$ cat src/rtl/router_input_buffer.sv
// Two-VC input buffer for one router port: per-VC flit FIFOs feeding a single
// registered output slot, with packet locking and round-robin between VCs.
module router_input_buffer #(
  parameter int DEPTH = 4,
  parameter int DW    = 35
) (
  input  logic          clk,
  input  logic          RST_,
  input  logic [DW-1:0] IDATA,
  input  logic          IVALID,
  input  logic          IVCH,
  output logic [1:0]    ORDY,
  output logic [DW-1:0] ODATA,
  output logic          OVALID,
  output logic          OVCH,
  input  logic [1:0]    IACK,
  input  logic [1:0]    ILCK,
  output logic          OVF
);

  localparam int AW = (DEPTH > 1) ? $clog2(DEPTH) : 1;
  localparam int CW = AW + 1;
  localparam logic [1:0] T_HEAD   = 2'b01;
  localparam logic [1:0] T_TAIL   = 2'b10;
  localparam logic [1:0] T_SINGLE = 2'b11;

  logic [1:0]    push;
  logic [1:0]    pop;
  logic [1:0]    nonempty;
  logic [1:0]    elig;
  logic [DW-1:0] head_data [2];

  logic          lock_act_reg;
  logic          lock_vc_reg;
  logic          last_vc_reg;
  logic          slot_free;
  logic          load;
  logic          sel;
  logic [DW-1:0] sel_data;
  logic [1:0]    sel_type;

  generate
    for (genvar gi = 0; gi < 2; gi++) begin : g_vc
      logic [DW-1:0] mem [DEPTH];
      logic [AW-1:0] wr_ptr_reg;
      logic [AW-1:0] rd_ptr_reg;
      logic [CW-1:0] count_reg;

      assign ORDY[gi]      = (count_reg != CW'(DEPTH));
      assign nonempty[gi]  = (count_reg != '0);
      assign push[gi]      = IVALID && (IVCH == 1'(gi)) && ORDY[gi];
      assign pop[gi]       = load && (sel == 1'(gi));
      assign head_data[gi] = mem[rd_ptr_reg];

      always_ff @(posedge clk) begin
        if (push[gi]) mem[wr_ptr_reg] <= IDATA;
      end

      // Pointers wrap naturally because DEPTH is a power of two.
      always_ff @(posedge clk or posedge RST_) begin
        if (RST_) begin
          wr_ptr_reg <= '0;
          rd_ptr_reg <= '0;
          count_reg  <= '0;
        end else begin
          if (push[gi]) wr_ptr_reg <= wr_ptr_reg + 1'b1;
          if (pop[gi])  rd_ptr_reg <= rd_ptr_reg + 1'b1;
          count_reg <= count_reg + CW'(push[gi]) - CW'(pop[gi]);
        end
      end
    end
  endgenerate

  always_comb begin
    elig      = 2'b00;
    sel       = 1'b0;
    slot_free = 1'b0;
    load      = 1'b0;
    sel_data  = '0;
    sel_type  = 2'b00;
    // A packet in flight owns the slot; ILCK only gates the start of packets.
    if (lock_act_reg) elig = nonempty & (lock_vc_reg ? 2'b10 : 2'b01);
    else              elig = nonempty & ~ILCK;
    if (&elig) sel = ~last_vc_reg;
    else       sel = elig[1];
    slot_free = !OVALID || IACK[OVCH];
    load      = slot_free && (|elig);
    sel_data  = head_data[sel];
    sel_type  = sel_data[DW-1:DW-2];
  end

  always_ff @(posedge clk or posedge RST_) begin
    if (RST_) begin
      ODATA        <= '0;
      OVALID       <= 1'b0;
      OVCH         <= 1'b0;
      OVF          <= 1'b0;
      lock_act_reg <= 1'b0;
      lock_vc_reg  <= 1'b0;
      last_vc_reg  <= 1'b1;
    end else begin
      if (IVALID && !ORDY[IVCH]) OVF <= 1'b1;
      if (load) begin
        ODATA       <= sel_data;
        OVALID      <= 1'b1;
        OVCH        <= sel;
        last_vc_reg <= sel;
        // Stray body/tail on an unlocked VC passes through as a single flit.
        if (sel_type == T_HEAD) begin
          lock_act_reg <= 1'b1;
          lock_vc_reg  <= sel;
        end else if (sel_type == T_TAIL || sel_type == T_SINGLE) begin
          lock_act_reg <= 1'b0;
        end
      end else if (slot_free) begin
        OVALID <= 1'b0;
      end
    end
  end

endmodule
$ cat config.mk
export PLATFORM = sky130hd
export DESIGN_NAME = router_input_buffer
export DESIGN_NICKNAME = d
export VERILOG_FILES = /design/src/rtl/router_input_buffer.sv
export SDC_FILE = /design/constraint.sdc
export NUM_CORES = 1
export LEC_CHECK = 0
export ABC_CLOCK_PERIOD_IN_PS = 2700
export BUFFER_PORTS_ARGS = -buffer_cell sky130_fd_sc_hd__clkbuf_2
export CAP_MARGIN = 20
export CORE_UTILIZATION = 50
export CTS_BUF_LIST = sky130_fd_sc_hd__clkbuf_2 sky130_fd_sc_hd__clkbuf_4 sky130_fd_sc_hd__clkbuf_8
export CTS_CLUSTER_SIZE = 30
export DETAILED_ROUTE_END_ITERATION = 8
export PLACE_DENSITY = 0.7
export SLEW_MARGIN = 25
export SYNTH_ARGS = -nofsm -noshare
export SYNTH_HDL_FRONTEND = slang
export SYNTH_SLANG_ARGS = --single-unit
$ cat constraint.sdc
create_clock -name clk -period 2.7 [get_ports clk]
set_input_delay 0.405 -clock clk [delete_from_list [all_inputs] [get_ports clk]]
set_output_delay 0.405 -clock clk [all_outputs]
set_load 0.01 [all_outputs]
Yosys cells after proc, flatten, opt, wreduce, memory -nomap -nowiden
Memories as Yosys holds them, arrays and structs flattened.
Cells that the tools add are included.
W data, S select, Z words.
{ "classes": {"order_cmp": 3, "bitwise_logic": 7, "n_eq_ne": 5, "mux": 18, "addsub": 8, "n_reduce_logical": 20} }
{ "ops": {"columns": ["op", "n"], "rows": [
  ["$mux W35", 3],
  ["$mux W1", 13],
  ["$add A2 B1 Y2 const B", 4],
  ["$logic_and A1 B1 Y1", 8],
  ["$add A3 B1 Y3", 2],
  ["$ne A3 B3 Y1 const B", 2],
  ["$reduce_and A2 Y1", 3],
  ["$reduce_bool A3 Y1", 2],
  ["$sub A3 B1 Y3", 2],
  ["$and A2 B2 Y2", 2],
  ["$eq A2 B2 Y1 const B", 2],
  ["$lt A1 B2 Y1 const B", 2],
  ["$mux W2", 2],
  ["$reduce_bool A2 Y1", 2],
  ["$not A1 Y1", 3],
  ["$eq A2 B1 Y1 const B", 1],
  ["$ge A2 B2 Y1 const B", 1],
  ["$logic_not A1 Y1", 2],
  ["$logic_or A1 B1 Y1", 2],
  ["$not A1 Y2", 1],
  ["$not A2 Y2", 1],
  ["$reduce_or A2 Y1", 1]
]} }
{ "totals": {"ram_bits": 280, "mem_count": 2, "output_inout_bits": 40, "register_bits": 55} }
{ "mem_list": {"columns": ["name", "depth", "width", "rd", "rd_ports_with_merged_regs", "wr", "line_no", "source"], "rows": [
  ["g_vc[0].mem", 4, 35, 1, 0, 1, "44", "logic [DW-1:0] mem [DEPTH];"],
  ["g_vc[1].mem", 4, 35, 1, 0, 1, "44", null]
]} }

Logic depth before layout (Yosys ltp)
Gate-level depths: netlist (run 1).
{ "depth": {"word_depth": 13, "mapped_depth": 12} }

Worst setup path before layout (run 1)
Ideal clock, no wire load.
{ "synth_path": {"path_type": "reg-to-reg", "startpoint": "reg g_vc[0].count_reg[1]", "endpoint": "reg g_vc[0].count_reg[2]", "arrival_ps": 2524, "setup_time_ps": 125, "path_slack_ps": 51, "stages_incl_launch_ff": 13, "required_ps": 2575, "path_buffers": 2, "path_cell_list": "dfrtp_1 -> or3_4 -> and2_4 -> and3b_1 -> buf_6 -> buf_12 -> ha_1 -> inv_1 -> ha_1 -> inv_1 -> fa_1 -> xnor2_1 -> xnor2_1"} }
{ "synth_between": {"elab_chain_cells": 8} }
{ "synth_rtl": {"columns": ["element", "line_no", "source"], "rows": [
  ["from (decl)", "47", "logic [CW-1:0] count_reg;"],
  ["from (signal assigned)", "68", "count_reg <= count_reg + CW'(push[gi]) - CW'(pop[gi]);"],
  ["$reduce_bool A3 Y1 (*)", "50", "assign nonempty[gi] = (count_reg != '0);"],
  ["$and A2 B2 Y2 (on tied branches)", "83, 82", null],
  ["$mux W2 (*)", "82", "if (lock_act_reg) elig = nonempty & (lock_vc_reg ? 2'b10 : 2'b01);"],
  ["$reduce_and A2 Y1", "84", "if (&elig) sel = ~last_vc_reg;"],
  ["$mux W1", "84", null],
  ["$not A1 Y1", "52", "assign pop[gi] = load && (sel == 1'(gi));"],
  ["$logic_and A1 B1 Y1 (*)", "52", null],
  ["net pop[0]", "28", "logic [1:0] pop;"],
  ["$sub A3 B1 Y3 (*)", "68", null]
]} }
Mark *: on every way through the listed nets, which the timed path passes. The rest lies on a longest branch.
A chain may end at the register's enable or synchronous reset.

Final worst setup path (run 1)
{ "layout_path": {"startpoint": "reg g_vc[0].count_reg[1]", "endpoint": "reg g_vc[0].count_reg[2]"} }
{ "layout_between": {"elab_chain_cells": 8} }
{ "layout_rtl": {"columns": ["element", "line_no"], "rows": [
  ["$reduce_bool A3 Y1", "50"],
  ["$and A2 B2 Y2 (on tied branches)", "83, 82"],
  ["$mux W2", "82"],
  ["$reduce_and A2 Y1", "84"],
  ["$mux W1", "84"],
  ["$not A1 Y1", "52"],
  ["$logic_and A1 B1 Y1", "52"],
  ["$sub A3 B1 Y3 (*)", "68"]
]} }
Every way passes the cells marked *; elsewhere a longest branch is shown, timed or not.

==> metrics.csv, run 1 <==
metric,value,unit
slew_headroom,49.9,%
skew,0.0225,ns
io_pins,83,
power.density,1090,nW/um^2
cp-startpoint,g_vc[0].count_reg[1]$_DFF_PP0_,
ys_top_cells_by_area,"edfxtp_1 (65%), mux4_2 (11%), dfrtp_1 (10%), a22oi_2 (2.7%), nand2_1 (2.1%)",
post_cts_buffers,0,
cp.arrival,2.94,ns
port_buffers,82,
period_share,92.5,%
ant_nets,0,
antenna_found_initial,2,
critPathLaunchType,register,
track_usage,20.4,%
num_antenna_cells,0,
fillerInstances,1854,
start_util,51.2,%
die_width,163,um
clk_pin_slew,0.07,ns
firstDrtPassIters,5,
overflow,0,
setup_viol,0,
first_global_vias,6891,
period_minus_slack,2.50,ns
post_synth_fa_ha_maj_area_fraction,1.47,%
async_flop_share,16.4,%
seq_area_frac_synth,75.7,%
cts_tree,built,
layout-drive-gt1-share,39.0,%
synth_nets,682,
tns,0,ns
synthCells,625,
p_clk_share,26.8,%
pwr-share-seq,43.0,%
crit_required,3.14,ns
synth_seq_cells,335,
synthDominantCellAreaShare,65.0,%
synth_top_family_by_area,multiplexers,
num_vias,6336,
cts_resized,0,
grt_max_degree,42,
synth_top_cell_by_area,edfxtp_1,
dp_hpwl,14.6,mm
ctsLongestPathBuffers,3,
post_dp_cell_area,13800,um^2
p_int,11.2,mW
wl_met3,1.44,mm
status,"complete, no violations",
yosys.area_share.simple,3.43,%
maxCapViolCount,0,
largest_reg_flops,280,
syn_area_per_cell,20.7,um^2
synth_mux_area_share,12.6,%
place_ws,0.186,ns
synth-xor-area-share,0.678,%
maxSlewViolCount,0,
num_rows,58,
via_per_inst,5.62,
met2WireLength,13.0,mm
critPathMaxFanout,5,
finalWorstSetupSlack,0.202,ns
p_leak,5.38,nW
drc,0,
synth.distinct_cells,41,
rsz0062_at_grt,no,
clock_sinks,335,
clock_latency,0.58,ns
fin_area,14900,um^2
fin_cells,1128,
crit_end,g_vc[0].count_reg[2]$_DFF_PP0_,
syn_area,12900,um^2
crit_type,register to register,
fin_nets,812,
place_congestion,0.748,
drt_iter0_markers,451,
routedWlPerCell,22.8,um
dr.max_layer_used,met5,
ff2ff_setup_slack,0.20,ns
ys.flop_type,edfxtp_1,
wl_met1,10.7,mm
synth-compound-area-share,3.99,%
worst_pin_slew,0.751,ns
die_h,163,um
clockRootBuffer,clkbuf_8,
core,25300,um^2
worstReg2RegEnd,g_vc[0].count_reg[2]$_DFF_PP0_,
h-tree-depth,2,
max_freq,400,MHz
synth_edf_count,280,
p_sw_share,31.1,%
syn_to_final_growth,15.6,%
grt_pass1_wl,39.6,mm
holdWs,0.0950,ns
combPwrFrac,30.2,%
endpoint_kind,register,
cts_made_buffers,51,
p_sw,5.06,mW
dieArea,26500,um^2
r2r-start,g_vc[0].count_reg[1]$_DFF_PP0_,
post-place-cells,1031,
wirelength,25.7,mm
ys_warn_count,0,
hold_viol,0,
ir_drop,0.658,mV
hold_path.class,primary input to register,
worst-r2r-cell-count,10,
[cell usage in the layout, fill, tap and decap left out, drive strengths merged, types with 2 or more instances in the layout]
cell type	netlist	final
nand2	71	71
o21ai	2	2
xor2	2	2
xnor2	8	8
o21a	2	2
mux2i	2	2
dfrtp	54	54
or3	3	3
edfxtp	280	280
a21oi	2	2
a21o	5	5
nand3	6	6
clkinv	0	17
and3b	2	2
nor2	4	4
clkinvlp	0	2
buf	20	23
fa	2	2
ha	12	12
and2	10	10
bufinv	0	3
a22oi	33	33
mux4	70	70
clkbuf	9	155
and3	2	2
inv	16	17
[how the worst min path moves through the flow]
stage               slack (ns)                      end  depth (start not counted)                    start
detailed placement        0.44     ODATA[0]$_DFFE_PP0N_                          2                     RST_
floorplan                 0.48  lock_vc_reg$_DFFE_PP0P_                          1  lock_vc_reg$_DFFE_PP0P_
global placement          0.43     ODATA[0]$_DFFE_PP0N_                          2                     RST_
global route              0.08          OVF$_DFFE_PP0P_                          2                   IVALID
finish                    0.09          OVF$_DFFE_PP0P_                          2                   IVALID
CTS                       0.06          OVF$_DFFE_PP0P_                          2                   IVALID
[cell families (layout without fill, tap and decap cells)]
kind of cell    count (synthesis)  after routing
compound gates                 49             49
xor+xnor                       10             10
fa+ha+maj                      14             14
buf+inv                        45            218
flops                         335            335
mux                            73             73
simple gates                   99             99
[layer usage]
layer	track usage, %	vias up
met2	34.2	204
met1	27.0	3333
li1	-	2748
met3	4.15	47
met5	0	-
met4	6.46	4
[layout make-up]
cell class / instances / area, um^2 / share of cell area [%]
clock inverters: 23 / 193 / 1.29
multi-input cells: 245 / 2880 / 19.3
repair buffers: 106 / 693 / 4.64
well taps: 330 / 413 / 2.76
inverters: 16 / 60.1 / 0.402
flip-flops and latches: 335 / 9790 / 65.5
clock buffers: 73 / 905 / 6.06
[synth_stat cells (all sizes together), types with 2 or more instances]
| cell type | instances |
|---|---|
| edfxtp | 280 |
| nand2 | 71 |
| mux4 | 70 |
| dfrtp | 54 |
| a22oi | 33 |
| buf | 20 |
| inv | 16 |
| ha | 12 |
| and2 | 10 |
| clkbuf | 9 |
| xnor2 | 8 |
| nand3 | 6 |
| a21o | 5 |
| nor2 | 4 |
| or3 | 3 |
| a21oi | 2 |
| and3 | 2 |
| and3b | 2 |
| fa | 2 |
| mux2i | 2 |
| o21a | 2 |
| o21ai | 2 |
| xor2 | 2 |
[stage by stage]
step                      total power [mW]  utilization (%)
after floorplan                       10.6                -
after global placement                11.9             54.8
after detailed placement              12.1             54.8
after CTS                             16.5             59.2
after global routing                  17.1             59.2
final                                 16.3             59.2
[power by group through the flow]
stage | clock network [mW] | registers (mW) | logic [mW]
finish | 4.36 | 7.00 | 4.93
CTS | 4.46 | 7.01 | 5.04
detailed placement | 0 | 7.11 | 5.00
global placement | 0 | 7.04 | 4.89
floorplan | 0 | 7.03 | 3.60
global route | 4.68 | 7.08 | 5.38
[timing repair]
| item | 4_1_cts | 5_1_grt |
|---|---|---|
| endpoints found under the hold margin | 14 | 0 |
| endpoints found under the setup margin | 0 | 0 |
| hold buffers | 1 | 0 |
[critical path, stage by stage, from the launching register on]
cell     delay, ns
dfrtp_1       0.43
or3_4         0.41
and2_4        0.17
and3b_2       0.21
ha_1          0.29
inv_1         0.06
ha_1          0.13
inv_1         0.05
fa_1          0.37
xnor2_1       0.14
xnor2_1       0.12
Note: power is estimated with default switching activity, not from simulation.
==> run 2: changes to the inputs <==
- BUFFER_PORTS_ARGS: -buffer_cell sky130_fd_sc_hd__clkbuf_2 -> not set
- CORE_MARGIN: not set -> 2
- DONT_BUFFER_PORTS: not set -> 1
- PLACE_DENSITY: 0.7 -> 0.68
- RECOVER_POWER: not set -> 25
==> run 2 against run 1 <==
Against the previous run: via count decreased by 2.8%; die area rose by 2.5%; first-iteration DRC count up 6.4%; non-clock buffer count fell by 42; global-route usage fell by 0.66 points; routed wire length is 1.0% lower; core utilization rose by 0.055 points; final area barely moved.
==> metrics.csv, run 2 (synthesis results as in run 1) <==
metric,value,unit,change
status,"complete, no violations",,unchanged
io_pins,83,,unchanged
multiInputGateArea,2890,um^2,was 2880 um^2
final-seq-area,9790,um^2,unchanged
via_per_inst,5.65,,was 5.62
routedWlPerCell,23.3,um,was 22.8 um
place_ws,0.139,ns,was 0.186 ns
p_int,11.0,mW,was 11.2 mW
dp_hpwl,14.7,mm,was 14.6 mm
crit_type,register to register,,unchanged
fillerInstances,1791,,"was 1,854"
fin_area,15000,um^2,"was 14,900 um^2"
period_share,94.0,%,was 92.5%
layout-drive-gt1-share,32.1,%,was 39.0%
finalWorstSetupSlack,0.163,ns,was 0.202 ns
core,25300,um^2,unchanged
track_usage,19.8,%,was 20.4%
maxSlewViolCount,0,,unchanged
wirelength,25.4,mm,was 25.7 mm
post_cts_buffers,0,,unchanged
critPathLaunchType,register,,unchanged
clock_sinks,335,,unchanged
syn_to_final_growth,15.7,%,was 15.6%
hold_path.class,primary input to register,,unchanged
worst-r2r-cell-count,10,,unchanged
skew,0.0240,ns,was 0.0225 ns
crit_required,3.19,ns,was 3.14 ns
max_freq,394,MHz,was 400 MHz
power.density,1070,nW/um^2,was 1090 nW/um^2
p_sw,5.02,mW,was 5.06 mW
whs_path_depth,2,,unchanged
maxCapViolCount,0,,unchanged
slew_headroom,40.5,%,was 49.9%
p_leak,5.24,nW,was 5.38 nW
first_global_vias,6775,,"was 6,891"
total_power,16.0,mW,was 16.3 mW
antenna_found_initial,2,,unchanged
die_width,165,um,was 163 um
start_util,51.2,%,unchanged
drt_iter0_markers,480,,was 451
overflow,0,,unchanged
fin_nets,771,,was 812
holdWs,0.112,ns,was 0.0950 ns
cp.arrival,3.02,ns,was 2.94 ns
num_vias,6160,,"was 6,336"
rsz0062_at_grt,no,,unchanged
post-place-cells,953,,"was 1,031"
tns,0,ns,unchanged
fin_cells,1090,,"was 1,128"
port_buffers,0,,was 82
die_h,165,um,was 163 um
grt_max_degree,39,,was 42
drc,0,,unchanged
place_congestion,0.737,,was 0.748
ctsLongestPathBuffers,3,,unchanged
critPathMaxFanout,5,,unchanged
clockRootBuffer,clkbuf_8,,unchanged
combPwrFrac,28.2,%,was 30.2%
setup_viol,0,,unchanged
largest_reg_flops,280,,unchanged
worst_pin_slew,0.892,ns,was 0.751 ns
ant_nets,0,,unchanged
utilization,59.2,%,about the same
num_rows,58,,unchanged
cts_tree,built,,unchanged
dieArea,27200,um^2,"was 26,500 um^2"
period_minus_slack,2.54,ns,was 2.50 ns
hold_viol,0,,unchanged
final_cell_mix,"edfxtp_1 (280), nand2_1 (71), mux4_2 (62)",,"was edfxtp_1 (280), clkbuf_2 (82), nand2_1 (71)"
grt_pass1_wl,39.0,mm,was 39.6 mm
pwr-share-seq,45.2,%,was 43.0%
endpoint_kind,register,,unchanged
clk_pin_slew,0.06,ns,was 0.07 ns
h-tree-depth,2,,unchanged
layout_commonest_cell,edfxtp_1,,unchanged
post_dp_cell_area,13500,um^2,"was 13,800 um^2"
firstDrtPassIters,8,,was 5
cts_made_buffers,52,,was 51
p_clk_share,26.6,%,was 26.8%
clock_latency,0.58,ns,about the same
ir_drop,0.552,mV,was 0.658 mV
p_sw_share,31.4,%,was 31.1%
[run 2: cell count changes in the layout (fill, tap and decap cells not counted), sizes merged]
cell         previous run  this run
buf                    23        27
bufinv                  3         1
clkinvlp                2         0
diode                   0         2
dlygate4sd3             1        37
clkbuf                155        75
clkinv                 17        21
[run 2: what timing repair did]
item / 4_1_cts / 5_1_grt
gates resized for setup: 0 / 1
setup endpoints to repair: 0 / 1
hold endpoints to repair: 316 / 0
hold buffers: 37 / 0
[run 2: final cells by class]
class                   count  area share (%)
clock inverters            23            1.03
diodes                      2          0.0335
well taps                 330            2.76
repair buffers             64            4.75
clock buffers              75            6.23
multi-input cells         245            19.3
flip-flops and latches    335            65.5
inverters                  16           0.402
[run 2: path summary, 6_finish.rpt]
check / startpoint / endpoint / slack [ns]
max in group asynchronous: RST_ / ODATA[6]$_DFFE_PP0N_ / 1.49
max: g_vc[0].count_reg[1]$_DFF_PP0_ / g_vc[0].count_reg[2]$_DFF_PP0_ / 0.16
min reg2reg: ODATA[3]$_DFFE_PP0N_ / ODATA[3]$_DFFE_PP0N_ / 0.54
min in group asynchronous: RST_ / ODATA[28]$_DFFE_PP0N_ / 0.46
min: IVCH / OVF$_DFFE_PP0P_ / 0.11
max reg2reg: g_vc[0].count_reg[1]$_DFF_PP0_ / g_vc[0].count_reg[2]$_DFF_PP0_ / 0.16
[run 2: worst max-delay path, cell delays in order (launching register included)]
cell	delay [ns]
dfrtp_1	0.43
or3_4	0.42
and2_4	0.17
and3b_2	0.21
ha_1	0.29
inv_1	0.06
ha_1	0.14
inv_1	0.05
fa_1	0.37
xnor2_1	0.19
xnor2_1	0.13
[run 2: per-layer routing]
metal | GRT usage (%) | wire (um) | vias up | part of all wire (%)
li1 | - | - | 2676 | -
met1 | 24.6 | 9690 | 3208 | 38
met2 | 33.8 | 13100 | 227 | 51
met3 | 4.97 | 2010 | 49 | 7.9
met4 | 7.23 | 639 | 0 | 2.5
met5 | 0 | 0 | - | 0
[run 2: power by group through the flow]
| stage | combinational, mW | sequential, mW | clock, mW |
|---|---|---|---|
| final | 4.52 | 7.23 | 4.27 |
| after global routing | 4.96 | 7.35 | 4.57 |
| after CTS | 4.61 | 7.26 | 4.35 |
| after detailed placement | 4.49 | 7.36 | 0 |
| after global placement | 4.37 | 7.31 | 0 |
| after floorplan | 3.60 | 7.03 | 0 |
==> run 3: changes to the inputs <==
- PLACE_DENSITY: 0.68 -> not set
- PLACE_DENSITY_LB_ADDON: not set -> 0.1
==> run 3 against run 2 <==
Against the previous run: core utilization about the same; clock-buffer cell count up 14; final area about the same; first-iteration DRC count up 23%; clock power up 2%; hold slack better by 0.0043 ns; flip-flop and latch count unchanged; via count about the same; non-clock buffer count down 3; worst setup slack worse by 0.043 ns; highest routed layer unchanged.
==> metrics.csv, run 3 (synthesis results as in run 1) <==
metric,value,unit,change
firstDrtPassIters,5,,was 8
skew,0.0158,ns,was 0.0240 ns
holdWs,0.117,ns,was 0.112 ns
hold_path_end,OVF$_DFFE_PP0P_,,unchanged
hold_viol,0,,unchanged
maxSlewViolCount,0,,unchanged
power.density,1080,nW/um^2,was 1070 nW/um^2
post_cts_buffers,0,,unchanged
whs_path_depth,2,,unchanged
endpoint_kind,register,,unchanged
worst-r2r-cell-count,10,,unchanged
core,25300,um^2,unchanged
num_vias,6163,,"was 6,160"
ir_drop,0.969,mV,was 0.552 mV
track_usage,20.1,%,was 19.8%
max_freq,388,MHz,was 394 MHz
multiInputGateArea,2880,um^2,was 2890 um^2
antenna_found_initial,1,,was 2
dp_hpwl,14.7,mm,about the same
period_share,95.6,%,was 94.0%
num_rows,58,,unchanged
setup_viol,0,,unchanged
utilization,59.2,%,about the same
via_per_inst,5.66,,was 5.65
r2r-start,OVCH$_DFFE_PP0N_,,was g_vc[0].count_reg[1]$_DFF_PP0_
cts_made_buffers,54,,was 52
ctsLongestPathBuffers,3,,unchanged
post-place-cells,950,,was 953
crit_required,3.18,ns,was 3.19 ns
h-tree-depth,2,,unchanged
period_minus_slack,2.58,ns,was 2.54 ns
final_cell_mix,"edfxtp_1 (280), nand2_1 (71), mux4_2 (62), clkbuf_8 (62), dfrtp_1 (50)",,"was edfxtp_1 (280), nand2_1 (71), mux4_2 (62)"
cp-startpoint,OVCH$_DFFE_PP0N_,,was g_vc[0].count_reg[1]$_DFF_PP0_
ant_nets,0,,unchanged
critPathMaxFanout,4,,was 5
worstReg2RegEnd,g_vc[0].count_reg[2]$_DFF_PP0_,,unchanged
slew_headroom,45.8,%,was 40.5%
grt_max_degree,38,,was 39
tns,0,ns,unchanged
layout_commonest_cell,edfxtp_1,,unchanged
dieArea,27200,um^2,unchanged
fillerInstances,1866,,"was 1,791"
fin_cells,1088,,"was 1,090"
largest_reg_flops,280,,unchanged
cp.arrival,3.06,ns,was 3.02 ns
clk_pin_slew,0.06,ns,about the same
crit_type,register to register,,unchanged
clock_sinks,335,,unchanged
rsz0062_at_grt,no,,unchanged
final-seq-area,9790,um^2,unchanged
die_width,165,um,unchanged
grt_pass1_wl,39.8,mm,was 39.0 mm
start_util,51.2,%,unchanged
wirelength,26.0,mm,was 25.4 mm
fin_nets,770,,was 771
io_pins,83,,unchanged
clockRootBuffer,clkbuf_8,,unchanged
layout-drive-gt1-share,31.6,%,was 32.1%
hold_path.class,primary input to register,,unchanged
critPathLaunchType,register,,unchanged
syn_to_final_growth,15.7,%,about the same
die_h,165,um,unchanged
drc,0,,unchanged
ff2ff_setup_slack,0.12,ns,was 0.16 ns
cts_hold_buf,37,,unchanged
port_buffers,0,,unchanged
routedWlPerCell,23.9,um,was 23.3 um
cts_tree,built,,unchanged
post_dp_cell_area,13500,um^2,about the same
place_congestion,0.764,,was 0.737
fin_area,15000,um^2,about the same
overflow,0,,unchanged
cts_resized,0,,unchanged
worst_pin_slew,0.814,ns,was 0.892 ns
p_leak,5.23,nW,was 5.24 nW
hold_start,IVCH,,unchanged
status,"complete, no violations",,unchanged
clock_latency,0.57,ns,was 0.58 ns
maxCapViolCount,0,,unchanged
first_global_vias,6835,,"was 6,775"
drt_iter0_markers,588,,was 480
## run 3: how the worst max path moves through the flow
stage / cells past startpoint / to
after global routing: 10 / g_vc[0].count_reg[2]$_DFF_PP0_
after floorplan: 12 / g_vc[0].count_reg[2]$_DFF_PP0_
after detailed placement: 10 / g_vc[0].count_reg[2]$_DFF_PP0_
after CTS: 10 / g_vc[0].count_reg[2]$_DFF_PP0_
final: 10 / g_vc[0].count_reg[2]$_DFF_PP0_
after global placement: 10 / g_vc[0].count_reg[2]$_DFF_PP0_
## run 3: where the power goes
group / switching, mW / total (mW) / internal, mW
sequential: 0.616 / 7.15 / 6.54
combinational: 2.48 / 4.59 / 2.11
clock: 1.88 / 4.34 / 2.46
## run 3: final cells by class
type	count	area share, %
flip-flops and latches	335	65.5
multi-input cells	245	19.3
clock buffers	89	7.06
repair buffers	61	4.60
well taps	330	2.76
inverters	16	0.402
clock inverters	11	0.377
diodes	1	0.0167
## run 3: metrics by stage
stage / setup WS (ns) / total power, mW
global route: 0.0207 / 17.0
global placement: 0.228 / 11.7
CTS: 0.119 / 16.3
floorplan: 0.0511 / 10.6
detailed placement: 0.137 / 11.9
finish: 0.120 / 16.1
## run 3: worst max-delay path, cell delays in order, from the launching register on
cell     delay, ns
dfrtp_1       0.44
mux2_4        0.36
nor2_1        0.22
and3b_2       0.26
ha_1          0.29
inv_1         0.05
ha_1          0.13
inv_1         0.05
fa_1          0.38
xnor2_1       0.19
xnor2_1       0.14
## run 3: per-layer routing
| layer | up-vias | wire length, um | track usage, % |
|---|---|---|---|
| li1 | 2676 | - | - |
| met3 | 55 | 1460 | 4.37 |
| met5 | - | 0 | 0 |
| met1 | 3260 | 11000 | 26.9 |
| met4 | 0 | 528 | 5.77 |
| met2 | 172 | 13000 | 33.7 |
